File: src/rtl/mc_pkg.sv
// Shared encodings for the multicycle MIPS controller: states,
// opcode/funct values, datapath mux selects and the control bundle.
package mc_pkg;

    typedef enum logic [3:0] {
        S_FETCH  = 4'd0,
        S_DECODE = 4'd1,
        S_MEMADR = 4'd2,
        S_MEMRD  = 4'd3,
        S_MEMWB  = 4'd4,
        S_MEMWR  = 4'd5,
        S_EXEC   = 4'd6,
        S_ALUWB  = 4'd7,
        S_BRANCH = 4'd8,
        S_IEXEC  = 4'd9,
        S_IWB    = 4'd10,
        S_JUMP   = 4'd11
    } state_t;

    localparam logic [5:0] OP_R    = 6'b000000;
    localparam logic [5:0] OP_LW   = 6'b100011;
    localparam logic [5:0] OP_SW   = 6'b101011;
    localparam logic [5:0] OP_BEQ  = 6'b000100;
    localparam logic [5:0] OP_ADDI = 6'b001000;
    localparam logic [5:0] OP_J    = 6'b000010;
    localparam logic [5:0] OP_ORI  = 6'b001101;
    localparam logic [5:0] OP_LUI  = 6'b001111;

    localparam logic [5:0] FN_ADD = 6'b100000;
    localparam logic [5:0] FN_SUB = 6'b100010;
    localparam logic [5:0] FN_AND = 6'b100100;
    localparam logic [5:0] FN_OR  = 6'b100101;
    localparam logic [5:0] FN_SLT = 6'b101010;

    localparam logic [2:0] ALU_ADD = 3'b010;
    localparam logic [2:0] ALU_SUB = 3'b110;
    localparam logic [2:0] ALU_AND = 3'b000;
    localparam logic [2:0] ALU_OR  = 3'b001;
    localparam logic [2:0] ALU_SLT = 3'b111;

    localparam logic [1:0] SRCB_REGB  = 2'b00;
    localparam logic [1:0] SRCB_FOUR  = 2'b01;
    localparam logic [1:0] SRCB_IMM   = 2'b10;
    localparam logic [1:0] SRCB_IMMSH = 2'b11;

    localparam logic [1:0] PC_ALU    = 2'b00;
    localparam logic [1:0] PC_ALUOUT = 2'b01;
    localparam logic [1:0] PC_JUMP   = 2'b10;

    typedef struct packed {
        logic       mem_req;
        logic       memwrite;
        logic       iord;
        logic       irwrite;
        logic       pcwrite;
        logic [1:0] pcsrc;
        logic       alusrca;
        logic [1:0] alusrcb;
        logic [2:0] alucontrol;
        logic       regdst;
        logic       memtoreg;
        logic       regwrite;
        logic       orimm;
        logic       lui;
    } ctrl_t;

endpackage

File: src/rtl/multicycle_controller_if.sv
// Shared memory port between controller (master) and memory (slave).
interface multicycle_controller_if;

    logic mem_req;
    logic memwrite;
    logic iord;
    logic mem_ready;

    modport master (
        output mem_req,
        output memwrite,
        output iord,
        input  mem_ready
    );

    modport slave (
        input  mem_req,
        input  memwrite,
        input  iord,
        output mem_ready
    );

endinterface

File: src/rtl/mc_aludec.sv
// R-type funct decoder: ALU operation select plus a recognised-funct flag.
module mc_aludec
    import mc_pkg::*;
(
    input  logic [5:0] funct,
    output logic [2:0] alucontrol,
    output logic       valid
);

    always_comb begin
        alucontrol = ALU_AND;
        valid      = 1'b1;
        unique case (funct)
            FN_ADD:  alucontrol = ALU_ADD;
            FN_SUB:  alucontrol = ALU_SUB;
            FN_AND:  alucontrol = ALU_AND;
            FN_OR:   alucontrol = ALU_OR;
            FN_SLT:  alucontrol = ALU_SLT;
            default: valid      = 1'b0;
        endcase
    end

endmodule

File: src/rtl/multicycle_controller.sv
// Multicycle MIPS controller FSM with memory ready/timeout handling.
// Define MC_ORI_LUI_EN to decode ori/lui; otherwise they are illegal.
module multicycle_controller
    import mc_pkg::*;
#(
    parameter int TIMEOUT = 255
)
(
    input  logic                 clk,
    input  logic                 reset,
    input  logic [5:0]           opcode,
    input  logic [5:0]           funct,
    input  logic                 zero,
    multicycle_controller_if.master mem,
    output logic                 irwrite,
    output logic                 pcwrite,
    output logic [1:0]           pcsrc,
    output logic                 alusrca,
    output logic [1:0]           alusrcb,
    output logic [2:0]           alucontrol,
    output logic                 regdst,
    output logic                 memtoreg,
    output logic                 regwrite,
    output logic                 orimm,
    output logic                 lui,
    output logic                 illegal,
    output logic                 buserr,
    output logic [3:0]           state_o
);

    localparam logic [15:0] LAST = 16'(TIMEOUT - 1);

    state_t      state;
    logic [5:0]  op_q;
    logic [5:0]  funct_q;
    logic [15:0] wait_cnt;
    logic        illegal_q;
    logic        buserr_q;
    logic [2:0]  fn_alu;
    logic        fn_ok;
    logic        expired;
    logic        imm_or;
    logic        imm_lui;
    logic [2:0]  imm_alu;
    ctrl_t       c;

    mc_aludec u_aludec (
        .funct      (funct_q),
        .alucontrol (fn_alu),
        .valid      (fn_ok)
    );

    assign expired = (wait_cnt == LAST);

    // wait_cnt defaults to clear so every state entry starts from zero
    always_ff @(posedge clk) begin
        if (!reset) begin
            state     <= S_FETCH;
            op_q      <= '0;
            funct_q   <= '0;
            wait_cnt  <= '0;
            illegal_q <= 1'b0;
            buserr_q  <= 1'b0;
        end else begin
            wait_cnt <= '0;
            unique case (state)
                S_FETCH: begin
                    if (mem.mem_ready) begin
                        state <= S_DECODE;
                    end else if (expired) begin
                        buserr_q <= 1'b1;
                    end else begin
                        wait_cnt <= wait_cnt + 16'd1;
                    end
                end
                S_DECODE: begin
                    op_q    <= opcode;
                    funct_q <= funct;
                    case (opcode)
                        OP_LW, OP_SW: state <= S_MEMADR;
                        OP_R:         state <= S_EXEC;
                        OP_BEQ:       state <= S_BRANCH;
                        OP_ADDI:      state <= S_IEXEC;
`ifdef MC_ORI_LUI_EN
                        OP_ORI, OP_LUI: state <= S_IEXEC;
`endif
                        OP_J:         state <= S_JUMP;
                        default: begin
                            illegal_q <= 1'b1;
                            state     <= S_FETCH;
                        end
                    endcase
                end
                S_MEMADR: begin
                    state <= (op_q == OP_LW) ? S_MEMRD : S_MEMWR;
                end
                S_MEMRD: begin
                    if (mem.mem_ready) begin
                        state <= S_MEMWB;
                    end else if (expired) begin
                        buserr_q <= 1'b1;
                        state    <= S_FETCH;
                    end else begin
                        wait_cnt <= wait_cnt + 16'd1;
                    end
                end
                S_MEMWR: begin
                    if (mem.mem_ready) begin
                        state <= S_FETCH;
                    end else if (expired) begin
                        buserr_q <= 1'b1;
                        state    <= S_FETCH;
                    end else begin
                        wait_cnt <= wait_cnt + 16'd1;
                    end
                end
                S_EXEC: begin
                    if (fn_ok) begin
                        state <= S_ALUWB;
                    end else begin
                        illegal_q <= 1'b1;
                        state     <= S_FETCH;
                    end
                end
                S_IEXEC: state <= S_IWB;
                default: state <= S_FETCH;
            endcase
        end
    end

`ifdef MC_ORI_LUI_EN
    assign imm_or  = (op_q == OP_ORI);
    assign imm_lui = (op_q == OP_LUI);
`else
    assign imm_or  = 1'b0;
    assign imm_lui = 1'b0;
`endif

    assign imm_alu = imm_or  ? ALU_OR  :
                     imm_lui ? ALU_AND : ALU_ADD;

    always_comb begin
        c = '0;
        unique case (state)
            S_FETCH: begin
                c.mem_req    = 1'b1;
                c.alusrcb    = SRCB_FOUR;
                c.alucontrol = ALU_ADD;
                c.pcsrc      = PC_ALU;
                c.irwrite    = mem.mem_ready;
                c.pcwrite    = mem.mem_ready;
            end
            S_DECODE: begin
                c.alusrcb    = SRCB_IMMSH;
                c.alucontrol = ALU_ADD;
            end
            S_MEMADR: begin
                c.alusrca    = 1'b1;
                c.alusrcb    = SRCB_IMM;
                c.alucontrol = ALU_ADD;
            end
            S_MEMRD: begin
                c.mem_req = 1'b1;
                c.iord    = 1'b1;
            end
            S_MEMWB: begin
                c.memtoreg = 1'b1;
                c.regwrite = 1'b1;
            end
            S_MEMWR: begin
                c.mem_req  = 1'b1;
                c.iord     = 1'b1;
                c.memwrite = 1'b1;
            end
            S_EXEC: begin
                c.alusrca    = 1'b1;
                c.alusrcb    = SRCB_REGB;
                c.alucontrol = fn_alu;
            end
            S_ALUWB: begin
                c.regdst     = 1'b1;
                c.regwrite   = 1'b1;
                c.alucontrol = fn_alu;
            end
            S_BRANCH: begin
                c.alusrca    = 1'b1;
                c.alusrcb    = SRCB_REGB;
                c.alucontrol = ALU_SUB;
                c.pcsrc      = PC_ALUOUT;
                c.pcwrite    = zero;
            end
            S_IEXEC: begin
                c.alusrca    = 1'b1;
                c.alusrcb    = SRCB_IMM;
                c.alucontrol = imm_alu;
                c.orimm      = imm_or;
                c.lui        = imm_lui;
            end
            S_IWB: begin
                c.regwrite   = 1'b1;
                c.alucontrol = imm_alu;
                c.orimm      = imm_or;
                c.lui        = imm_lui;
            end
            S_JUMP: begin
                c.pcsrc   = PC_JUMP;
                c.pcwrite = 1'b1;
            end
            default: c = '0;
        endcase
        if (!reset) c = '0;
    end

    assign mem.mem_req  = c.mem_req;
    assign mem.memwrite = c.memwrite;
    assign mem.iord     = c.iord;
    assign irwrite      = c.irwrite;
    assign pcwrite      = c.pcwrite;
    assign pcsrc        = c.pcsrc;
    assign alusrca      = c.alusrca;
    assign alusrcb      = c.alusrcb;
    assign alucontrol   = c.alucontrol;
    assign regdst       = c.regdst;
    assign memtoreg     = c.memtoreg;
    assign regwrite     = c.regwrite;
    assign orimm        = c.orimm;
    assign lui          = c.lui;
    assign illegal      = reset & illegal_q;
    assign buserr       = reset & buserr_q;
    assign state_o      = reset ? state : 4'd0;

endmodule

File: src/flat_wrapper.sv
// flat-port wrapper written by rule: the top's interface ports become plain ports
module multicycle_controller_flat import mc_pkg::*;
#(
    parameter int TIMEOUT = 255
)
  (clk, reset, opcode, funct, zero, irwrite, pcwrite, pcsrc, alusrca, alusrcb, alucontrol, regdst, memtoreg, regwrite, orimm, lui, illegal, buserr, state_o, mem_mem_req, mem_memwrite, mem_iord, mem_mem_ready);
  multicycle_controller_if mem_i ();
  input  logic clk;
  input  logic reset;
  input  logic [5:0] opcode;
  input  logic [5:0] funct;
  input  logic zero;
  output logic irwrite;
  output logic pcwrite;
  output logic [1:0] pcsrc;
  output logic alusrca;
  output logic [1:0] alusrcb;
  output logic [2:0] alucontrol;
  output logic regdst;
  output logic memtoreg;
  output logic regwrite;
  output logic orimm;
  output logic lui;
  output logic illegal;
  output logic buserr;
  output logic [3:0] state_o;
  output wire logic [$bits(mem_i.mem_req)-1:0] mem_mem_req;
  output wire logic [$bits(mem_i.memwrite)-1:0] mem_memwrite;
  output wire logic [$bits(mem_i.iord)-1:0] mem_iord;
  input wire logic [$bits(mem_i.mem_ready)-1:0] mem_mem_ready;
  assign mem_mem_req = mem_i.mem_req;
  assign mem_memwrite = mem_i.memwrite;
  assign mem_iord = mem_i.iord;
  assign mem_i.mem_ready = mem_mem_ready;
  multicycle_controller #(.TIMEOUT(TIMEOUT)) u_core (.clk(clk), .reset(reset), .opcode(opcode), .funct(funct), .zero(zero), .mem(mem_i), .irwrite(irwrite), .pcwrite(pcwrite), .pcsrc(pcsrc), .alusrca(alusrca), .alusrcb(alusrcb), .alucontrol(alucontrol), .regdst(regdst), .memtoreg(memtoreg), .regwrite(regwrite), .orimm(orimm), .lui(lui), .illegal(illegal), .buserr(buserr), .state_o(state_o));
endmodule
File: config.mk
export PLATFORM = sky130hd
export DESIGN_NAME = multicycle_controller_flat
export DESIGN_NICKNAME = d
export VERILOG_FILES = /design/src/rtl/mc_pkg.sv /design/src/rtl/multicycle_controller_if.sv /design/src/rtl/mc_aludec.sv /design/src/rtl/multicycle_controller.sv /design/src/flat_wrapper.sv
export SDC_FILE = /design/constraint.sdc
export NUM_CORES = 1
export LEC_CHECK = 0
export BUFFER_PORTS_ARGS = -buffer_cell sky130_fd_sc_hd__buf_2
export CAP_MARGIN = 15
export CORE_MARGIN = 8
export CORE_UTILIZATION = 35
export CTS_CLUSTER_DIAMETER = 60
export CTS_CLUSTER_SIZE = 20
export DETAILED_ROUTE_END_ITERATION = 6
export SLEW_MARGIN = 20
export SYNTH_ARGS = -nofsm -noshare
export SYNTH_HDL_FRONTEND = slang
export SYNTH_SLANG_ARGS = --single-unit
File: constraint.sdc
create_clock -name clk -period 2.8 [get_ports clk]
set_clock_uncertainty 0.2 [all_clocks]
set_input_delay 0.14 -clock clk [delete_from_list [all_inputs] [get_ports clk]]
set_output_delay 0.14 -clock clk [all_outputs]
set_load 0.1 [all_outputs]
==> impl_metrics.csv <==
group,metric,value,unit
status,status,"finished clean",
worst_setup_path,crit_path_cell_trace,"nor2b_1 > nand4b_1 > nor4_1 > o21a_1 > buf_2",
sta,rsz0062_at_grt,"no",
yosys,synth_cell_type_count,48,
global_route,grt_pass1_vias,1861,
clock_tree,clock_sinks,34,
clock_tree,cts_root_buffer,"clkbuf_8",
hold_path,hp-class,"in2reg",
global_route,grt.overflow.total,0,
route,dr.pass1.iters,4,
die,dieArea,8270,sq um
die,dieHeight,90.9,um
global_route,grt_usage,0.127,
hold_path,whs_path_depth,2,
hold_path,min_to,"u_core.illegal_q",
route,routed-via-count,1998,
clock_tree,tritoncts,"yes",
sta,slew_headroom,0.357,
worst_setup_path,worstReg2RegEnd,"u_core.funct_q[1]",
worst_setup_path,crit_fanout,12,
worst_setup_path,r2r_cells,4,
die,start_util,0.359,
final_layout,antennaDiodeCount,0,
route,ant_nets,0,
global_route,busiest_layer,"met2",
worst_setup_path,critical_path.slowest_cell,"dfxtp_1",
sta,setup_slack,0.292,ns
worst_setup_path,worst_setup_path_start_kind,"flop",
worst_setup_path,max_stage_delay,0.58,ns
final_layout,areaGrowthSynthToFinish,27.6,%
yosys,synth-seq-cells,34,
final_layout,drive_gt1_frac,0.220,
sta,fin_hold_ws,0.0122,ns
placement,placed_cells,365,
sta,clock.fmax,399,MHz
clock_tree,clk_path_buf_depth,2,
die,num_rows,27,
clock_tree,postCtsSetupBuffers,0,
die,core,5470,sq um
final_layout,fin_area,2510,sq um
final_layout,fin_cells,385,
route,wl,5.21,mm
sta,hold_viol,0,
hold_path,min_from,"reset",
pwr,leakagePower,0.000934,uW
route,drc,0,
clock_tree,clk_pin_slew,0.06,ns
placement,io_buffers,37,
yosys,seq_area_frac_synth,0.346,
route,vias_per_cell,5.19,
sta,worstMarginPinSlew,0.958,ns
yosys,ys_warn_count,0,
worst_setup_path,arrival,2.17,ns
route,drt_iter0_drc,178,
yosys,synth_cells,262,
yosys,ys_top_cells_by_area,"dfxtp_1 35%, nand2_1 7.1%, nor3_1 6.9%, a21oi_1 4.6%, xnor2_1 4.5%",
worst_setup_path,ff2ff_setup_slack,0.73,ns
worst_setup_path,path_class,"reg2out",
sta,setup-violations-final,0,
sta,fin_crit_sh,0.896,
placement,post_dp_cell_area,2280,sq um
global_route,grtUsageMet1,0.163,
global_route,grt_util_met3,0.0482,
placement,dp_hpwl,3.74,mm
job,maxCapViolCount,0,
placement,place_ws,0.586,ns
worst_setup_path,r2r_start,"u_core.state[3]",
sta,post-route-min-period,2.51,ns
yosys,synth_top_area_frac,0.346,
yosys,synth_ff_type,"dfxtp_1",
yosys,synth_edf_count,0,
yosys,syn_area_per_cell,7.50,sq um
global_route,antenna_found_initial,0,
worst_setup_path,cp.required,2.46,ns
yosys,syn_area,1960,sq um
die,ioPinCount,40,
pwr,power_density,451,nW/um^2
global_route,grt_start_max_net_pins,19,
yosys,synth_top_area_cell,"dfxtp_1",
sta,maxSlewViolCount,0,
final_layout,final_nets,330,
worst_setup_path,cp-end-kind,"primary output",
placement,place_congestion,0.813,
route,wl_per_cell,13.5,um
die,fp.dieW,90.9,um
yosys,async_flop_share,0,
clock_tree,numCtsBuffers,5,
pwr,vdd_drop_max,0.167,mV
clock_tree,clk_latency,0.29,ns
global_route,use_met2,0.190,
global_route,grt_first_pass_wirelength,8.87,mm
clock_tree,cts_max_level,2,
==> layout make-up <==
class                      count  area (sq um)
clock buffer                   8           110
sequential                    34           681
inverter                       9          33.8
multi-input combinational    205          1230
timing repair buffer          57           365
fill                         568          2970
tap                           72          90.1
==> flip-flops by register name (all words and copies together) (netlist names) <==
| signal | cells |
|---|---|
| u_core.op_q | 6 |
| u_core.illegal_q | 1 |
| u_core.buserr_q | 1 |
| u_core.state | 4 |
| u_core.funct_q | 6 |
| u_core.wait_cnt | 16 |
==> power breakdown <==
group	switching, uW	internal [uW]
sequential	11.2	498
combinational	142	59.8
clock	171	248
==> how the worst max path moves through the flow <==
stage,startpoint,end,slack [ns],cells after the start
2_1_floorplan,u_core.state[1],irwrite,-0.1,5
3_3_place_gp,u_core.state[2],alucontrol[1],0.70,5
3_5_place_dp,u_core.state[2],alucontrol[1],0.59,5
4_1_cts,u_core.state[2],alucontrol[1],0.27,5
5_1_grt,u_core.state[2],alucontrol[1],0.06,5
6_report,u_core.state[2],alucontrol[1],0.29,5
==> cells by family (layout without fill, tap and decap cells) <==
| family | after synthesis | count (layout) | synth area share |
|---|---|---|---|
| buf+inv | 24 | 74 | 0.0497 |
| other cells | 1 | 2 | 0.00191 |
| xor+xnor | 15 | 15 | 0.0669 |
| flops | 34 | 34 | 0.346 |
| simple gates | 138 | 138 | 0.362 |
| mux | 1 | 1 | 0.00573 |
| compound gates | 47 | 47 | 0.155 |
| fa+ha+maj | 2 | 2 | 0.0127 |
==> Yosys cell counts, types with 2 or more instances <==
master and n:
a21oi_1 18, a31oi_1 3, a41oi_1 3, and2_1 5
and3_1 3, buf_4 2, clkbuf_1 13, dfxtp_1 34
ha_1 2, inv_1 8, nand2_1 37, nand2b_1 8
nand3_1 9, nand4_1 3, nor2_1 20, nor2b_1 4
nor3_1 27, nor4_1 10, o2111ai_1 2, o21a_1 2
o21ai_0 5, o21ai_1 3, or3_1 3, xnor2_1 10
xor2_1 5
==> timing repair <==
| item | 4_1_cts | 5_1_grt |
|---|---|---|
| hold endpoints to repair | 12 | 0 |
| resized for setup | 0 | 0 |
| hold buffers | 12 | 0 |
==> metal layers <==
layer,wire length (um),up-vias
met4,65,0
met5,0,-
met3,442,7
met1,2510,907
li1,-,1026
met2,2190,58
==> layout by cell type, fill, tap and decap left out, types with 3 or more instances in the layout <==
cell type | synthesis | final
a41oi_1 | 3 | 3
a31oi_1 | 3 | 3
nand2_1 | 37 | 37
buf_2 | 0 | 37
nor4_1 | 10 | 8
nand2b_1 | 8 | 8
nor2_1 | 20 | 20
o21ai_0 | 5 | 5
nor3_1 | 27 | 23
o21ai_1 | 3 | 3
nor3_2 | 0 | 4
and3_1 | 3 | 3
or3_1 | 3 | 3
inv_1 | 8 | 8
a21oi_1 | 18 | 17
xnor2_1 | 10 | 10
dfxtp_1 | 34 | 34
dlygate4sd3_1 | 0 | 12
buf_4 | 2 | 8
nor2b_1 | 4 | 4
clkbuf_8 | 0 | 8
nand3_1 | 9 | 9
xor2_1 | 5 | 5
nand4_1 | 3 | 3
and2_1 | 5 | 5
==> critical path, delay by kind of cell, from the launching register on <==
family	cells	cell delay, ns
buf+inv	1	0.42
compound gates	1	0.14
flops	1	0.58
simple gates	3	0.74
==> per-stage QoR <==
step / power [uW] / utilization / TNS, ns
2_1_floorplan: 660 / - / -0.0970
3_3_place_gp: 708 / 0.416 / 0
3_5_place_dp: 709 / 0.416 / 0
4_1_cts: 1150 / 0.458 / 0
5_1_grt: 1180 / 0.458 / 0
6_report: 1130 / 0.458 / 0
No activity file was read; power rests on OpenSTA's default activity.
